## src/rtl/sel_multi.sv

```systemverilog
// Raster-to-glyph-slot selector: registered slot code, in-glyph pixel offsets
// and per-slot blinking paced by a frame-start counter.
module sel_slot #(
    parameter int X_LO    = 250,
    parameter int GLYPH_W = 32,
    parameter int GXW     = 5
) (
    input  logic [9:0]     h_index,
    input  logic           row_hit,
    output logic           hit,
    output logic [GXW-1:0] gx
);
    localparam int X_HI = X_LO + GLYPH_W;
    localparam logic [GXW-1:0] XL = GXW'(X_LO);

    // 32-bit bounds: a window starting at or past 1024 simply never matches
    assign hit = row_hit && ({22'd0, h_index} >= 32'(X_LO)) && ({22'd0, h_index} < 32'(X_HI));
    assign gx  = h_index[GXW-1:0] - XL;
endmodule

module sel_multi #(
    parameter int DIGITS       = 4,
    parameter int X0           = 250,
    parameter int PITCH        = 70,
    parameter int Y0           = 50,
    parameter int GLYPH_W      = 32,
    parameter int GLYPH_H      = 32,
    parameter int BLINK_FRAMES = 30,
    localparam int GXW = (GLYPH_W > 1) ? $clog2(GLYPH_W) : 1,
    localparam int GYW = (GLYPH_H > 1) ? $clog2(GLYPH_H) : 1
) (
    input  logic              clk_sel,
    input  logic              rst_sel_n,
    input  logic [9:0]        h_index,
    input  logic [9:0]        v_index,
    input  logic [DIGITS-1:0] blink_mask,
    output logic [2:0]        sel_digit,
    output logic              sel_hit,
    output logic [GXW-1:0]    glyph_x,
    output logic [GYW-1:0]    glyph_y,
    output logic              blink_phase
);
    localparam int CW = (BLINK_FRAMES > 1) ? $clog2(BLINK_FRAMES) : 1;
    localparam logic [CW-1:0] CNT_LAST = CW'(BLINK_FRAMES - 1);

    logic                        row_hit;
    logic [DIGITS-1:0]           hit;
    logic [DIGITS-1:0][GXW-1:0]  gx_arr;
    logic [GYW-1:0]              gy;

    assign row_hit = ({22'd0, v_index} >= 32'(Y0)) && ({22'd0, v_index} < 32'(Y0 + GLYPH_H));
    assign gy      = v_index[GYW-1:0] - GYW'(Y0);

    for (genvar k = 0; k < DIGITS; k++) begin : g_slot
        sel_slot #(.X_LO(X0 + k * PITCH), .GLYPH_W(GLYPH_W), .GXW(GXW)) u_slot (
            .h_index (h_index),
            .row_hit (row_hit),
            .hit     (hit[k]),
            .gx      (gx_arr[k])
        );
    end

    logic [2:0]     nxt_sel;
    logic [GXW-1:0] nxt_gx;
    logic [GYW-1:0] nxt_gy;
    logic           nxt_blank;

    // Scan high to low so the lowest-indexed overlapping slot wins
    always_comb begin
        nxt_sel   = '0;
        nxt_gx    = '0;
        nxt_gy    = '0;
        nxt_blank = 1'b0;
        for (int k = DIGITS - 1; k >= 0; k--) begin
            if (hit[k]) begin
                nxt_sel   = 3'(k + 1);
                nxt_gx    = gx_arr[k];
                nxt_gy    = gy;
                nxt_blank = blink_mask[k] & blink_phase;
            end
        end
        if (nxt_blank) begin
            nxt_sel = '0;
            nxt_gx  = '0;
            nxt_gy  = '0;
        end
    end

    logic          fs, fs_q;
    logic [CW-1:0] frame_cnt;

    assign fs = (h_index == 10'd0) && (v_index == 10'd0);

    always_ff @(posedge clk_sel or negedge rst_sel_n) begin
        if (!rst_sel_n) begin
            sel_digit   <= '0;
            sel_hit     <= 1'b0;
            glyph_x     <= '0;
            glyph_y     <= '0;
            blink_phase <= 1'b0;
            frame_cnt   <= '0;
            fs_q        <= 1'b0;
        end else begin
            sel_digit <= nxt_sel;
            sel_hit   <= (nxt_sel != 3'd0);
            glyph_x   <= nxt_gx;
            glyph_y   <= nxt_gy;
            fs_q      <= fs;
            // Count only the rising edge of (0,0) so a held origin counts once
            if (fs && !fs_q) begin
                if (frame_cnt == CNT_LAST) begin
                    frame_cnt   <= '0;
                    blink_phase <= ~blink_phase;
                end else begin
                    frame_cnt <= frame_cnt + CW'(1);
                end
            end
        end
    end
endmodule
```

## config.mk

```make
export PLATFORM = sky130hd
export DESIGN_NAME = sel_multi
export DESIGN_NICKNAME = d
export VERILOG_FILES = /design/src/rtl/sel_multi.sv
export SDC_FILE = /design/constraint.sdc
export NUM_CORES = 1
export LEC_CHECK = 0
export CAP_MARGIN = 20
export CORE_MARGIN = 2
export CORE_UTILIZATION = 47
export DETAILED_ROUTE_END_ITERATION = 8
export PLACE_DENSITY_LB_ADDON = 0.1
export SLEW_MARGIN = 20
export SYNTH_ARGS = -nofsm -noshare
export SYNTH_HDL_FRONTEND = slang
export SYNTH_SLANG_ARGS = --single-unit
```

## constraint.sdc

```tcl
create_clock -name clk_sel -period 2.3 [get_ports clk_sel]
set_clock_uncertainty 0.2 [all_clocks]
set_input_delay 0.46 -clock clk_sel [delete_from_list [all_inputs] [get_ports clk_sel]]
set_output_delay 0.46 -clock clk_sel [all_outputs]
set_load 0.01 [all_outputs]
```

# After elaboration in Yosys (flattened, before gate mapping)
# Index checks and enable logic that the tools add are counted.
[totals]
out_inout_bits = 15
latchBits = 0
wordCells = 64
ff_bits = 21
memories = 0
mem_bits_ro = 0
ram_bits = 0
[classes]
bitwise = 5
n_addsub = 5
n_div = 0
reduce_logical = 16
muxes = 20
multipliers = 0
shift = 0
n_lt_le_gt_ge = 10
eq_ne = 1
[ops]
columns = ["op", "n"]
rows = [
  ["$mux 5", 11],
  ["$lt 10x9->1 const B", 4],
  ["$ge 10x9->1 const B", 3],
  ["$logic_not 10->1", 2],
  ["$mux 3", 5],
  ["$logic_and 1x1->1", 11],
  ["$ge 10x6->1 const B", 1],
  ["$ge 10x8->1 const B", 1],
  ["$lt 10x7->1 const B", 1],
  ["$sub 5x5->5 const B", 2],
  ["$add 5x1->5 const B", 1],
  ["$eq 5x5->1 const B", 1],
  ["$sub 5x3->5 const B", 1],
  ["$sub 5x4->5 const B", 1],
  ["$and 1x1->1", 4],
  ["$mux 1", 4],
  ["$reduce_bool 3->1", 1],
  ["$reduce_and 2->1", 1],
  ["$logic_not 1->1", 1],
  ["$not 1->1", 1],
]

# Logic depth before layout (Yosys ltp)
[logic_depth]
word_depth = 10
mapped_depth = 9

# Cells and area by module
# Synthesis repeated with hierarchy kept, for this count alone.
[hier_totals]
hier_cells = 160
area_unflattened_um2 = 1501.4
[modules_own_cells]
columns = ["module", "instances", "area_per_inst_um2", "cells_each"]
rows = [
  ["sel_multi", 1, 1156.1, 116],
  ["sel_slot at g_slot[0].u_slot", 1, 113.9, 16],
  ["sel_slot at g_slot[3].u_slot", 1, 88.8, 11],
  ["sel_slot at g_slot[2].u_slot", 1, 81.3, 10],
  ["sel_slot at g_slot[1].u_slot", 1, 61.3, 7],
]

# Least setup slack after synthesis
# Ideal clock, no wire load.
[synth_timing]
path_kind = "input to register"
start = "input v_index[7]"
end = "register glyph_y[3]"
stages = 7
t_arrival_ps = 2289
path_slack_ps = -329
n_path_buf = 1
cell_sequence = "or4_4 > or4_4 > a2111oi_4 > and2_1 > o21a_2 > buf_6 > nor3_1"
[synth_via]
elab_chain_len = 9
word_cells_on_any_way = 20
[synth_lines]
columns = ["element", "line_no", "source"]
rows = [
  ["start, declared", "35", "input logic [9:0] v_index,"],
  ["$ge 10x6->1 or $lt 10x7->1 (tied branches)", "51", "assign row_hit = ({22'd0, v_index} >= 32'(Y0)) && ({22'd0, v_index} < 32'(Y0 + GLYPH_H));"],
  ["$logic_and 1x1->1 (*)", "51", ""],
  ["$logic_and 1x1->1 (2 in a row)", "17", "assign hit = row_hit && ({22'd0, h_index} >= 32'(X_LO)) && ({22'd0, h_index} < 32'(X_HI));"],
  ["$mux 5 or $mux 1 (tied branches) (4 in a row)", "75", "if (hit[k]) begin"],
  ["$mux 5 (*)", "82", "if (nxt_blank) begin"],
  ["net nxt_gy[3]", "65", "logic [GYW-1:0] nxt_gy;"],
  ["end signal, assigned", "107", "glyph_y <= nxt_gy;"],
  ["end, declared", "40", "output logic [GYW-1:0] glyph_y,"],
]
# The timed path passes the listed nets; every way through them passes the cells marked *.
# A chain may end at the register's enable or synchronous reset.

# Worst setup path after layout
[layout_timing]
start = "input v_index[8]"
end = "register sel_digit[1]"
[layout_via]
elab_chain_len = 9
word_cells_on_any_way = 19
[layout_lines]
columns = ["element", "line_no", "source"]
rows = [
  ["$ge 10x6->1 or $lt 10x7->1 (tied branches)", "51", ""],
  ["$logic_and 1x1->1 (*)", "51", ""],
  ["$logic_and 1x1->1 (2 in a row)", "17", ""],
  ["$mux 1 (4 in a row)", "75", ""],
  ["$mux 3 (*)", "82", ""],
  ["net nxt_sel[1]", "63", "logic [2:0] nxt_sel;"],
  ["end signal, assigned", "104", "sel_digit <= nxt_sel;"],
  ["end, declared", "37", "output logic [2:0] sel_digit,"],
]
# Marks and branches as above.

==> results.md <==
- Outcome: finished, violations left
- Failing checks: setup timing
- Final hold violation count: 0
- # diodes: 0
- Synthesized area: 1360 sq um
- Crit path from: v_index[8]
- Synth top area share: 38.6%
- Slew Limit Headroom: 75.6%
- Peak supply drop: 0.506 mV
- Routed wire length: 4950 um
- Fmax: 423 MHz
- # fillers: 159
- Final setup violation count: 13
- Largest net degree at the start of global routing: 22
- Final nets: 282
- Async S/R FF share, synth: 100%
- Period minus WS final: 2.36 ns
- Hpwl dp: 3110 um
- CTS Sinks: 21
- Die span in y: 57.8 um
- IO Count: 41
- Reg2reg end: frame_cnt[2]$_DFFE_PN0P_
- First-iteration detailed-routing DRC count: 59
- Number of buffers inserted by port buffering: 40
- CP Max Fanout: 5
- CP Capture Type: flip-flop
- TritonCTS Buffers: 3
- Share of layout cells above drive strength 1: 37.6%
- Global router's overall resource usage: 31.7%
- Root buffer cell: clkbuf_4
- Core Rows: 19
- First-pass GRT wire length: 7950 um
- Post-synth top area cell: dfrtp_1
- Syn nets: 190
- Most common cell after layout, fill and taps aside: buf_4
- Avg Cell Area, Syn: 8.85 sq um
- Pwr Total: 0.750 mW
- Final Max Slew Viols: 0
- Top cells by area, synth: dfrtp_1 39%, ha_1 9.2%, nor3_1 4.4%
- Min-Delay Path Class: primary input to asynchronous set/reset pin
- # DRC: 0
- Dpl ws: -0.873 ns
- Post-synth EDFFs: 0
- Worst Setup Path Type: primary input to flip-flop
- P_leak: 1.08 nW
- Reg2Reg Depth: 7
- Clock buffer depth: 2
- Vias in the first global route: 1697
- Synth Warn #: 0
- Tightest Pin Transition: 0.363 ns
- CTS tree: built
- Clk slew on worst S/H paths: 0.12 ns
- Required time worst endpoint: 2.35 ns
- Die width: 57.8 um
- GRT overflow: 0
- Via count: 1633
- Routability cong.: 0.825
- Flops & latches, synth: 21
- Core region area: 2760 sq um
- Area growth, synth to finish: 72.6%
- DR pass1 iterations: 6
- Most frequent cells in the layout: 50 x buf_4, 24 x clkdlybuf4s50_1, 21 x dfrtp_1
- R2R setup slack: 0.50 ns
- Fin worst setup slack: -0.0633 ns
- H-Tree Depth: 1
- Synth Instances: 154
- Reg2reg start: frame_cnt[1]$_DFFE_PN0P_
- Vias per inst: 5.92
- Seq/Total Area, Yosys: 38.6%
- Die Area: 3350 sq um
- Final worst path period share: 103%
- Top_reg_cell synth: dfrtp_1
- Clk_lat worst skew: 0.32 ns
- Routed wire length per instance: 17.9 um
- Starting density of the core: 49.4%
- Antenna violations before repair: 0
- Max-Cap Viols: 0
- Netlist cell types: 34
- Routed Antenna Nets: 0
- Critical Path Source Type: primary input
- Crit path DAT: 2.41 ns
- RSZ-0062 raised after global routing: true
- Power per standard cell area: 319 nW/um^2
==> sequential cells by signal (all words and copies together), names as in the netlist <==
| register | count |
|---|---|
| blink_phase | 1 |
| sel_hit | 1 |
| sel_digit | 3 |
| fs_q | 1 |
| glyph_y | 5 |
| glyph_x | 5 |
| frame_cnt | 5 |
==> critical path, cell delays in order <==
cell       delay [ns]
buf_6            0.09
or4_4            0.52
or4_4            0.44
a2111oi_4        0.36
buf_4            0.21
buf_4            0.12
a22oi_1          0.08
nor2_1           0.13
==> routing by layer <==
metal	global-route usage, %	share of wire, %	up-vias
li1	-	-	741
met1	34.3	37	794
met3	2.68	4.5	21
met5	0	0	-
met2	61.9	54	77
met4	13.6	4.5	0
==> synth_stat cells (all sizes together), types with 4 or more instances <==
master	n
or4	4
inv	11
or3	6
a21oi	9
nand3	4
nand2	14
clkbuf	4
ha	10
nor2	12
xnor2	4
a31oi	4
nor3	12
dfrtp	21
o21ai	8
nor4	4
==> kinds of logic (layout without fill, tap and decap cells) <==
logic type      count (synthesis)  after routing  synth area share, %
simple gates                   64             64                 24.3
compound gates                 36             37                 18.4
flops                          21             21                 38.6
buf+inv                        16            106                 4.96
fa+ha+maj                      10             10                 9.18
xor+xnor                        6              6                 3.86
mux                             1              1                0.735
==> worst max path at each step <==
| stage | endpoint | slack, ns | depth (start not counted) |
|---|---|---|---|
| 2_1_floorplan | glyph_y[3]$_DFF_PN0_ | -0.33 | 7 |
| 3_3_place_gp | glyph_y[3]$_DFF_PN0_ | -0.91 | 10 |
| 3_5_place_dp | glyph_y[3]$_DFF_PN0_ | -0.87 | 10 |
| 4_1_cts | glyph_x[0]$_DFF_PN0_ | -0.1 | 7 |
| 5_1_grt | glyph_x[3]$_DFF_PN0_ | -0.07 | 7 |
| 6_report | sel_digit[1]$_DFF_PN0_ | -0.06 | 8 |
==> layout make-up <==
cell class / count / area [sq um] / share of cell area, %
Clock buffer: 4 / 26.3 / 1.12
Multi-Input combinational cell: 118 / 953 / 40.5
Inverter: 11 / 41.3 / 1.76
Sequential cell: 21 / 526 / 22.3
Tap cell: 31 / 38.8 / 1.65
Timing Repair Buffer: 91 / 767 / 32.6
==> what timing repair did <==
action | in CTS | in global routing
gates resized for setup | 53 | 18
gates cloned | 1 | 0
setup buffers | 3 | 1
hold buffers | 0 | 0
endpoints found under the setup margin | 20 | 18
pin swaps | 20 | 14
==> where the power goes <==
group | internal (mW) | switching (mW) | leakage [nW]
clock | 0.0681 | 0.119 | 0.0150
combinational | 0.102 | 0.0913 | 0.778
sequential | 0.370 | 0.000224 | 0.283
total | 0.540 | 0.210 | 1.08
==> through the flow <==
step | cells | cell area, sq um | hold slack [ns] | setup TNS, ns | util, %
after floorplan | 154 | 1360 | -0.0356 | -3.54 | -
after global placement | 267 | 2130 | 0.277 | -15.50 | 77.2
after detailed placement | 267 | 2130 | 0.286 | -15.12 | 77.2
after CTS | 275 | 2300 | 0.294 | -0.907 | 83.5
after global routing | 276 | 2350 | 0.283 | -0.742 | 85.3
final | 276 | 2350 | 0.278 | -0.530 | 85.3
Power figures use the tool's default switching activity.
